[src/rtl/alu_sequencer_if.sv]
// Control interface between the sequencer and the accumulator datapath.
// The master side (instruction register / flags) drives run, opcode and flags;
// the slave side (the sequencer) drives every datapath control pin.
interface alu_sequencer_if;
  logic       run;
  logic [3:0] opcode;
  logic       cf;
  logic       zf;
  logic       pc_out;
  logic       pc_inc;
  logic       jump;
  logic       mar_in;
  logic       ram_out;
  logic       ram_in;
  logic       ir_in;
  logic       ir_out;
  logic       a_in;
  logic       a_out;
  logic       b_in;
  logic       out_in;
  logic       sumout;
  logic       sub;
  logic       flagsin;
  logic [2:0] tstate;
  logic       instr_done;
  logic       halted;

  modport master (
    output run, opcode, cf, zf,
    input  pc_out, pc_inc, jump, mar_in, ram_out, ram_in, ir_in, ir_out,
    input  a_in, a_out, b_in, out_in, sumout, sub, flagsin,
    input  tstate, instr_done, halted
  );

  modport slave (
    input  run, opcode, cf, zf,
    output pc_out, pc_inc, jump, mar_in, ram_out, ram_in, ir_in, ir_out,
    output a_in, a_out, b_in, out_in, sumout, sub, flagsin,
    output tstate, instr_done, halted
  );
endinterface

[src/rtl/alu_sequencer.sv]
// Microcoded T-state sequencer for the 8-bit accumulator datapath.
// State is only the T-state; every control is a combinational decode of
// the T-state, opcode and ALU flags, so reset clears all controls at once.
module alu_sequencer (
  input  logic             clk,
  input  logic             rst_n,
  alu_sequencer_if.slave   bus
);

  typedef enum logic [2:0] {
    StIdle = 3'd0,
    StT1   = 3'd1,
    StT2   = 3'd2,
    StT3   = 3'd3,
    StT4   = 3'd4,
    StT5   = 3'd5,
    StT6   = 3'd6,
    StHalt = 3'd7
  } state_e;

  state_e r_state;
  state_e w_next;

  logic w_pc_out, w_pc_inc, w_jump, w_mar_in, w_ram_out, w_ram_in, w_ir_in;
  logic w_ir_out, w_a_in, w_a_out, w_b_in, w_out_in, w_sumout, w_sub, w_flagsin;
  logic w_done;
  logic w_short;

  // Opcodes that finish after the fetch: NOP and the undefined 9..D.
  always_comb begin
    w_short = 1'b0;
    case (bus.opcode)
      4'h0, 4'h9, 4'hA, 4'hB, 4'hC, 4'hD: w_short = 1'b1;
      default:                           w_short = 1'b0;
    endcase
  end

  // Microcode decode and next-state selection.
  always_comb begin
    w_pc_out  = 1'b0;
    w_pc_inc  = 1'b0;
    w_jump    = 1'b0;
    w_mar_in  = 1'b0;
    w_ram_out = 1'b0;
    w_ram_in  = 1'b0;
    w_ir_in   = 1'b0;
    w_ir_out  = 1'b0;
    w_a_in    = 1'b0;
    w_a_out   = 1'b0;
    w_b_in    = 1'b0;
    w_out_in  = 1'b0;
    w_sumout  = 1'b0;
    w_sub     = 1'b0;
    w_flagsin = 1'b0;
    w_done    = 1'b0;
    w_next    = r_state;

    unique case (r_state)
      StIdle: begin
        if (bus.run) w_next = StT1;
      end
      StT1: begin
        w_pc_out = 1'b1;
        w_mar_in = 1'b1;
        w_next   = StT2;
      end
      StT2: begin
        w_ram_out = 1'b1;
        w_ir_in   = 1'b1;
        w_pc_inc  = 1'b1;
        if (w_short) w_done = 1'b1;
        else         w_next = StT3;
      end
      StT3: begin
        case (bus.opcode)
          4'h1, 4'h2, 4'h3, 4'h4: begin
            w_ir_out = 1'b1;
            w_mar_in = 1'b1;
            w_next   = StT4;
          end
          4'h5: begin
            w_ir_out = 1'b1;
            w_a_in   = 1'b1;
            w_done   = 1'b1;
          end
          4'h6: begin
            w_ir_out = 1'b1;
            w_jump   = 1'b1;
            w_done   = 1'b1;
          end
          4'h7: begin
            w_ir_out = 1'b1;
            w_jump   = bus.cf;
            w_done   = 1'b1;
          end
          4'h8: begin
            w_ir_out = 1'b1;
            w_jump   = bus.zf;
            w_done   = 1'b1;
          end
          4'hE: begin
            w_a_out  = 1'b1;
            w_out_in = 1'b1;
            w_done   = 1'b1;
          end
          default: w_done = 1'b1;  // HLT, or a short opcode changed after T2
        endcase
      end
      StT4: begin
        case (bus.opcode)
          4'h1: begin
            w_ram_out = 1'b1;
            w_a_in    = 1'b1;
            w_done    = 1'b1;
          end
          4'h2, 4'h3: begin
            w_ram_out = 1'b1;
            w_b_in    = 1'b1;
            w_sub     = (bus.opcode == 4'h3);
            w_next    = StT5;
          end
          4'h4: begin
            w_a_out  = 1'b1;
            w_ram_in = 1'b1;
            w_done   = 1'b1;
          end
          default: w_done = 1'b1;
        endcase
      end
      StT5: begin
        if (bus.opcode == 4'h2 || bus.opcode == 4'h3) begin
          w_sumout  = 1'b1;
          w_a_in    = 1'b1;
          w_flagsin = 1'b1;
          w_sub     = (bus.opcode == 4'h3);
        end
        w_done = 1'b1;
      end
      StT6: begin
        w_next = StT1;  // reserved step, recover by refetching
      end
      StHalt: begin
        w_next = StHalt;
      end
    endcase

    if (w_done) begin
      if (r_state == StT3 && bus.opcode == 4'hF) w_next = StHalt;
      else if (bus.run)                          w_next = StT1;
      else                                       w_next = StIdle;
    end
  end

  // T-state register.
  always_ff @(posedge clk or negedge rst_n) begin
    if (!rst_n) r_state <= StIdle;
    else        r_state <= w_next;
  end

  // Drive the interface.
  always_comb begin
    bus.pc_out     = w_pc_out;
    bus.pc_inc     = w_pc_inc;
    bus.jump       = w_jump;
    bus.mar_in     = w_mar_in;
    bus.ram_out    = w_ram_out;
    bus.ram_in     = w_ram_in;
    bus.ir_in      = w_ir_in;
    bus.ir_out     = w_ir_out;
    bus.a_in       = w_a_in;
    bus.a_out      = w_a_out;
    bus.b_in       = w_b_in;
    bus.out_in     = w_out_in;
    bus.sumout     = w_sumout;
    bus.sub        = w_sub;
    bus.flagsin    = w_flagsin;
    bus.tstate     = r_state;
    bus.instr_done = w_done;
    bus.halted     = (r_state == StHalt);
  end

endmodule
[src/flat_wrapper.sv]
// flat-port wrapper written by rule: the top's interface ports become plain ports
module alu_sequencer_flat 
  (clk, rst_n, bus_run, bus_opcode, bus_cf, bus_zf, bus_pc_out, bus_pc_inc, bus_jump, bus_mar_in, bus_ram_out, bus_ram_in, bus_ir_in, bus_ir_out, bus_a_in, bus_a_out, bus_b_in, bus_out_in, bus_sumout, bus_sub, bus_flagsin, bus_tstate, bus_instr_done, bus_halted);
  alu_sequencer_if bus_i ();
  input  logic clk;
  input  logic rst_n;
  input wire logic [$bits(bus_i.run)-1:0] bus_run;
  input wire logic [$bits(bus_i.opcode)-1:0] bus_opcode;
  input wire logic [$bits(bus_i.cf)-1:0] bus_cf;
  input wire logic [$bits(bus_i.zf)-1:0] bus_zf;
  output wire logic [$bits(bus_i.pc_out)-1:0] bus_pc_out;
  output wire logic [$bits(bus_i.pc_inc)-1:0] bus_pc_inc;
  output wire logic [$bits(bus_i.jump)-1:0] bus_jump;
  output wire logic [$bits(bus_i.mar_in)-1:0] bus_mar_in;
  output wire logic [$bits(bus_i.ram_out)-1:0] bus_ram_out;
  output wire logic [$bits(bus_i.ram_in)-1:0] bus_ram_in;
  output wire logic [$bits(bus_i.ir_in)-1:0] bus_ir_in;
  output wire logic [$bits(bus_i.ir_out)-1:0] bus_ir_out;
  output wire logic [$bits(bus_i.a_in)-1:0] bus_a_in;
  output wire logic [$bits(bus_i.a_out)-1:0] bus_a_out;
  output wire logic [$bits(bus_i.b_in)-1:0] bus_b_in;
  output wire logic [$bits(bus_i.out_in)-1:0] bus_out_in;
  output wire logic [$bits(bus_i.sumout)-1:0] bus_sumout;
  output wire logic [$bits(bus_i.sub)-1:0] bus_sub;
  output wire logic [$bits(bus_i.flagsin)-1:0] bus_flagsin;
  output wire logic [$bits(bus_i.tstate)-1:0] bus_tstate;
  output wire logic [$bits(bus_i.instr_done)-1:0] bus_instr_done;
  output wire logic [$bits(bus_i.halted)-1:0] bus_halted;
  assign bus_i.run = bus_run;
  assign bus_i.opcode = bus_opcode;
  assign bus_i.cf = bus_cf;
  assign bus_i.zf = bus_zf;
  assign bus_pc_out = bus_i.pc_out;
  assign bus_pc_inc = bus_i.pc_inc;
  assign bus_jump = bus_i.jump;
  assign bus_mar_in = bus_i.mar_in;
  assign bus_ram_out = bus_i.ram_out;
  assign bus_ram_in = bus_i.ram_in;
  assign bus_ir_in = bus_i.ir_in;
  assign bus_ir_out = bus_i.ir_out;
  assign bus_a_in = bus_i.a_in;
  assign bus_a_out = bus_i.a_out;
  assign bus_b_in = bus_i.b_in;
  assign bus_out_in = bus_i.out_in;
  assign bus_sumout = bus_i.sumout;
  assign bus_sub = bus_i.sub;
  assign bus_flagsin = bus_i.flagsin;
  assign bus_tstate = bus_i.tstate;
  assign bus_instr_done = bus_i.instr_done;
  assign bus_halted = bus_i.halted;
  alu_sequencer u_core (.clk(clk), .rst_n(rst_n), .bus(bus_i));
endmodule
[config.mk]
export PLATFORM = sky130hd
export DESIGN_NAME = alu_sequencer_flat
export DESIGN_NICKNAME = d
export VERILOG_FILES = /design/src/rtl/alu_sequencer_if.sv /design/src/rtl/alu_sequencer.sv /design/src/flat_wrapper.sv
export SDC_FILE = /design/constraint.sdc
export NUM_CORES = 1
export LEC_CHECK = 0
export CORE_UTILIZATION = 43
export CTS_BUF_LIST = sky130_fd_sc_hd__clkbuf_8 sky130_fd_sc_hd__clkbuf_16
export DETAILED_ROUTE_END_ITERATION = 10
export PLACE_DENSITY = 0.86
export REMOVE_ABC_BUFFERS = 1
export SYNTH_ARGS = -nofsm -noshare
export SYNTH_HDL_FRONTEND = slang
export SYNTH_SLANG_ARGS = --single-unit
export TNS_END_PERCENT = 20
[constraint.sdc]
create_clock -name clk -period 3 [get_ports clk]
set_clock_uncertainty 0.15 [all_clocks]
set_input_delay 0.3 -clock clk [delete_from_list [all_inputs] [get_ports clk]]
set_output_delay 0.3 -clock clk [all_outputs]
set_load 0.1 [all_outputs]
=== Word-level counts from Yosys, hierarchy flattened ===
Index checks and enable logic that the tools add are counted.

* Bits in registers: 3
* Input port bits: 9
* Logic and storage cells: 76

* Eq/ne operators: 26
* Multiplexer cells: 38
* Reduce and logical (&&, ||, !) cells: 11

{| class="wikitable"
|+ Operator list
! operator !! count
|-
| 4-bit equality test (second input constant) || 8
|-
| 1-bit 2-to-1 mux || 24
|-
| 3-bit one-hot mux with 7 select lines || 1
|-
| 3-bit 2-to-1 mux || 6
|-
| 4-bit by 3-bit equality test with 1-bit output (second input constant) || 4
|-
| 3-bit equality test (second input constant) || 4
|-
| 3-bit != test (second input constant) || 3
|-
| 4-bit by 2-bit equality test with 1-bit output (second input constant) || 2
|-
| 1-bit one-hot mux with 2 select lines || 4
|-
| 8-bit nonzero test || 1
|-
| 8-bit OR reduction || 1
|-
| 3-bit by 2-bit equality test with 1-bit output (second input constant) || 2
|-
| 1-bit one-hot mux with 3 select lines || 2
|-
| 6-bit OR reduction || 1
|-
| 5-bit AND reduction || 1
|-
| 4-bit by 1-bit equality test with 1-bit output (second input constant) || 1
|-
| 4-bit zero test || 1
|-
| 1-bit one-hot mux with 4 select lines || 1
|-
| 4-bit OR reduction || 1
|-
| 3-bit by 1-bit equality test with 1-bit output (second input constant) || 1
|-
| 3-bit zero test || 1
|-
| 3-bit by 2-bit != test with 1-bit output (second input constant) || 1
|-
| 3-bit OR reduction || 1
|-
| 2-bit OR reduction || 1
|-
| 2 further kinds || 2
|}

=== Longest topological paths before layout ===
Gate-level depths: netlist of the first run.

* Word-level depth: 7
* Mapped depth: 6
* Mapped depth without buffers: 6

=== Least setup slack after synthesis of the first run ===
Ideal clock, no wire load.

* Kind: flip-flop to output port
* Start point: reg u_core.r_state[1], in the netlist u_core.bus.tstate[1]
* End point: out bus_instr_done
* Arrival time: 4.304 ns
* Slack: -1.754 ns
* Cell stages (with the launch flop): 5
* Path buffers: 0
* Cell sequence: dfrtp_1 nor3b_2 a31oi_4 o21ai_2 nor2b_1

* Word-level cells in the longest chain between the ends: 2

{| class="wikitable"
|+ RTL lines
! item !! line !! RTL
|-
| start: declaration || alu_sequencer.sv:21 || <nowiki>state_e r_state;</nowiki>
|-
| start signal: assignment || alu_sequencer.sv:156 || <nowiki>if (!rst_n) r_state <= StIdle;</nowiki>
|-
| start signal: assignment || alu_sequencer.sv:157 || <nowiki>else r_state <= w_next;</nowiki>
|-
| 3-bit equality test / 3-bit by 2-bit equality test with 1-bit output (equally long branches) || alu_sequencer.sv:58 || <nowiki>unique case (r_state)</nowiki>
|-
| 1-bit one-hot mux with 4 select lines * || alu_sequencer.sv:58 ||
|-
| end: declaration || flat_wrapper.sv:27 || <nowiki>output wire logic [$bits(bus_i.instr_done)-1:0] bus_instr_done;</nowiki>
|}

Every way passes the cells marked *; elsewhere a longest branch is shown, timed or not.

=== Final worst setup path of the first run ===
* Start point: in bus_opcode[3]
* End point: out bus_instr_done

* Word-level cells in the longest chain between the ends: 5

{| class="wikitable"
|+ RTL lines
! item !! line !! RTL
|-
| start: declaration || flat_wrapper.sv:8 || <nowiki>input wire logic [$bits(bus_i.opcode)-1:0] bus_opcode;</nowiki>
|-
| 4-bit equality test / 4-bit zero test (equally long branches) || alu_sequencer.sv:32 || <nowiki>case (bus.opcode)</nowiki>
|-
| 6-bit OR reduction || alu_sequencer.sv:32 ||
|-
| 1-bit 2-to-1 mux || alu_sequencer.sv:32 ||
|-
| 1-bit 2-to-1 mux || alu_sequencer.sv:71 || <nowiki>if (w_short) w_done = 1'b1;</nowiki>
|-
| 1-bit one-hot mux with 4 select lines * || alu_sequencer.sv:58 ||
|}

Marks and branches as above.

==> results of run 1 <==
-- kinds of logic after synthesis --
logic type | synth area share, %
xor gates and xnor gates | 1.447
DFF | 12.40
adders and majority gates | 4.132
muxes | 4.132
and+or+nand+nor | 34.92
buffers and inverters | 14.46
AOI/OAI and AO/OA | 28.51
-- synthesized netlist by cell type, types with 2 or more instances --
library cell	count	area (µm²)
a21oi_1	7	35.03
buf_6	3	33.78
ha_1	2	25.02
nor3_1	5	25.02
and3_1	2	12.51
nor2_1	7	26.28
buf_4	3	22.52
inv_1	7	26.28
nand3_1	3	15.01
o211ai_1	4	30.03
o21ai_0	2	10.01
dfrtp_1	3	75.07
nand2_1	4	15.01
or3_1	2	12.51
-- layer usage --
layer	GRT usage [%]	vias to the layer above	routed length, µm
li1	-	351	-
met1	35.03	337	808
met2	39.34	30	787
met3	1.705	0	74
met4	5.172	0	0
met5	0	-	0
-- layout by cell type (no fill, tap or decap), types with 2 or more instances in the layout --
| cell | instances |
|---|---|
| a21oi_1 | 7 |
| dfrtp_1 | 3 |
| nor2_1 | 7 |
| nor3_1 | 5 |
| or3_1 | 2 |
| nand3_1 | 3 |
| clkdlybuf4s50_1 | 8 |
| o211ai_1 | 4 |
| clkbuf_8 | 3 |
| nand2_1 | 4 |
| buf_12 | 11 |
| o21ai_0 | 2 |
| and3_1 | 2 |
| inv_1 | 8 |
| buf_4 | 10 |
| ha_1 | 2 |
-- final timing paths --
kind | end | slack (ps) | cells past startpoint
max | bus_instr_done | 340 | 6
min | u_core.bus.tstate[2] | 120 | 1
max reg2reg | u_core.bus.tstate[1] | 1000 | 4
min reg2reg | u_core.bus.tstate[0] | 670 | 3
max in group asynchronous | u_core.bus.tstate[1] | 2430 | 1
min in group clk | u_core.bus.tstate[0] | 670 | 3
-- layout make-up --
class,instances,share of cell area (%)
multi-input cells,64,45.04
repair buffers,29,38.17
flip-flops and latches,3,7.634
clock buffers,3,4.198
inverters,7,2.672
well taps,15,1.908
clock inverters,1,0.3817
-- through the flow --
stage / cell area [µm²] / hold WS (ps) / instances / utilization (%) / worst slack [ps]
4_1_cts: 983.4 / 126.5 / 122 / 75.58 / 361.7
2_1_floorplan: 544.3 / -145.6 / 74 / - / -3059
5_1_grt: 983.4 / 137.1 / 122 / 75.58 / 262.3
6_report: 983.4 / 123.8 / 122 / 75.58 / 342.8
3_3_place_gp: 938.4 / 345.7 / 118 / 72.12 / 408.9
3_5_place_dp: 938.4 / 348.7 / 118 / 72.12 / 379.9
==> run_results.csv, run 1 <==
group,metric,value,unit
status,status,"completed",
timing,finalMaxSlewViolations,0,
cts,htree_levels,1,
setup_path,cpPeakStageDelay,680,ps
cts,post_cts_buffers,0,
setup_path,crit_buf_inv,2,
global_route,grt_remaining_overflow,0,
setup_path,cp_slowest_cell,"clkdlybuf4s50_1",
setup_path,worstSetupPathType,"in -> out",
logic_synthesis,synth_area,605.6,µm²
setup_path,rr_startpoint,"u_core.bus.tstate[0]",
finish,largest_reg_flops,3,
cts,cts.clk_slew.worst_paths,30,ps
finish,num-fill-cells,91,
setup_path,path_delay_family,"buffers and inverters",
place,dp.final_hpwl,1240,µm
logic_synthesis,synth.distinct_cells,41,
finish,finalNetCount,119,
global_route,grt_pass1_vias,622,
setup_path,cp.arrival,2210,ps
logic_synthesis,synth_cells,81,
setup_path,crit_path_start,"bus_opcode[3]",
setup_path,endpoint_kind,"output pin",
detailed_routing,drcViolationCount,0,
floorplanning,fp.dieW,39.53,µm
finish,seq_area,75.07,µm²
finish,area_delta_synth_final,62.40,%
cts,ctsResizeCount,0,
timing,fin_crit,2657,ps
detailed_routing,drtIter0Drc,35,
detailed_routing,vias,718,
setup_path,crit_chain,"clkdlybuf4s50_1 > or4b_4 > a31oi_4 > o21ai_2 > nor2b_1 > buf_12",
finish,final_layout_size_suffix_gt1_share,31.78,%
logic_synthesis,ys.flop_type,"dfrtp_1",
detailed_routing,finalWirelength,1671,µm
logic_synthesis,yosys_warnings,0,
detailed_routing,wl_per_cell,13.70,µm
global_route,grt_pass1_wl,2677,µm
cts,cts_buffer_depth,2,
place,io_buffer_count,28,
setup_path,start_kind,"input port",
logic_synthesis,synth_edf_count,0,
run,maxCapViolations,0,
timing,setup_viol,0,
setup_path,crit_path_max_fanout,12,
floorplanning,core,0.001301,mm²
global_route,grt_usage,24.47,%
floorplanning,ios,29,
logic_synthesis,syn_area_per_cell,7.476,µm²
finish,multi_input_area,442.9,µm²
timing,relSlewSlack,68.86,%
timing,fin_crit_sh,88.57,%
timing,tns,0,ps
detailed_routing,ant_nets,0,
global_route,grt_max_degree,16,
floorplanning,die_y,39.53,µm
timing,rsz0062_at_grt,"false",
logic_synthesis,seq_area_frac_synth,12.40,%
floorplanning,rows,13,
timing,worst_pin_slew,467.0,ps
logic_synthesis,async_flop_share,100.0,%
cts,clock_sinks,3,
timing,maxClockFrequency,0.3763,GHz
detailed_routing,drtPass1Iterations,6,
timing,hold_viol_final,0,
cts,cts-root-buf,"clkbuf_8",
setup_path,required,2550,ps
min_path,hold_path.class,"in -> async",
cts,clock_latency,220,ps
finish,n_antenna_cell,0,
detailed_routing,viasPerCell,5.885,
logic_synthesis,ys_ff_latch,3,
place,place.gp.congestion,0.8462,
global_route,antenna_found_initial,0,
cts,cts_tree,"built",
floorplanning,dieArea,0.001562,mm²
floorplanning,initial_core_util,46.54,%
cts,cts-buffers-inserted,3,
cts,cts.hold.buffers_added,0,
Power of run 1 is not shown: default switching activity piles up to over one toggle a cycle in this logic, so the estimate is an artifact.
==> run 2: changes to the inputs <==
CTS_CLUSTER_DIAMETER = 80   (was not set)
==> results of run 2 <==
The final DEF is identical to that of run 1; final timing and power are the same.
Power of run 2 is left out for the same reason.
==> run 3: changes to the inputs <==
GPL_ROUTABILITY_DRIVEN = 0   (was not set)
==> results of run 3 <==
The final DEF is identical to that of run 1; final timing and power are the same.
Power of run 3 is left out for the same reason.
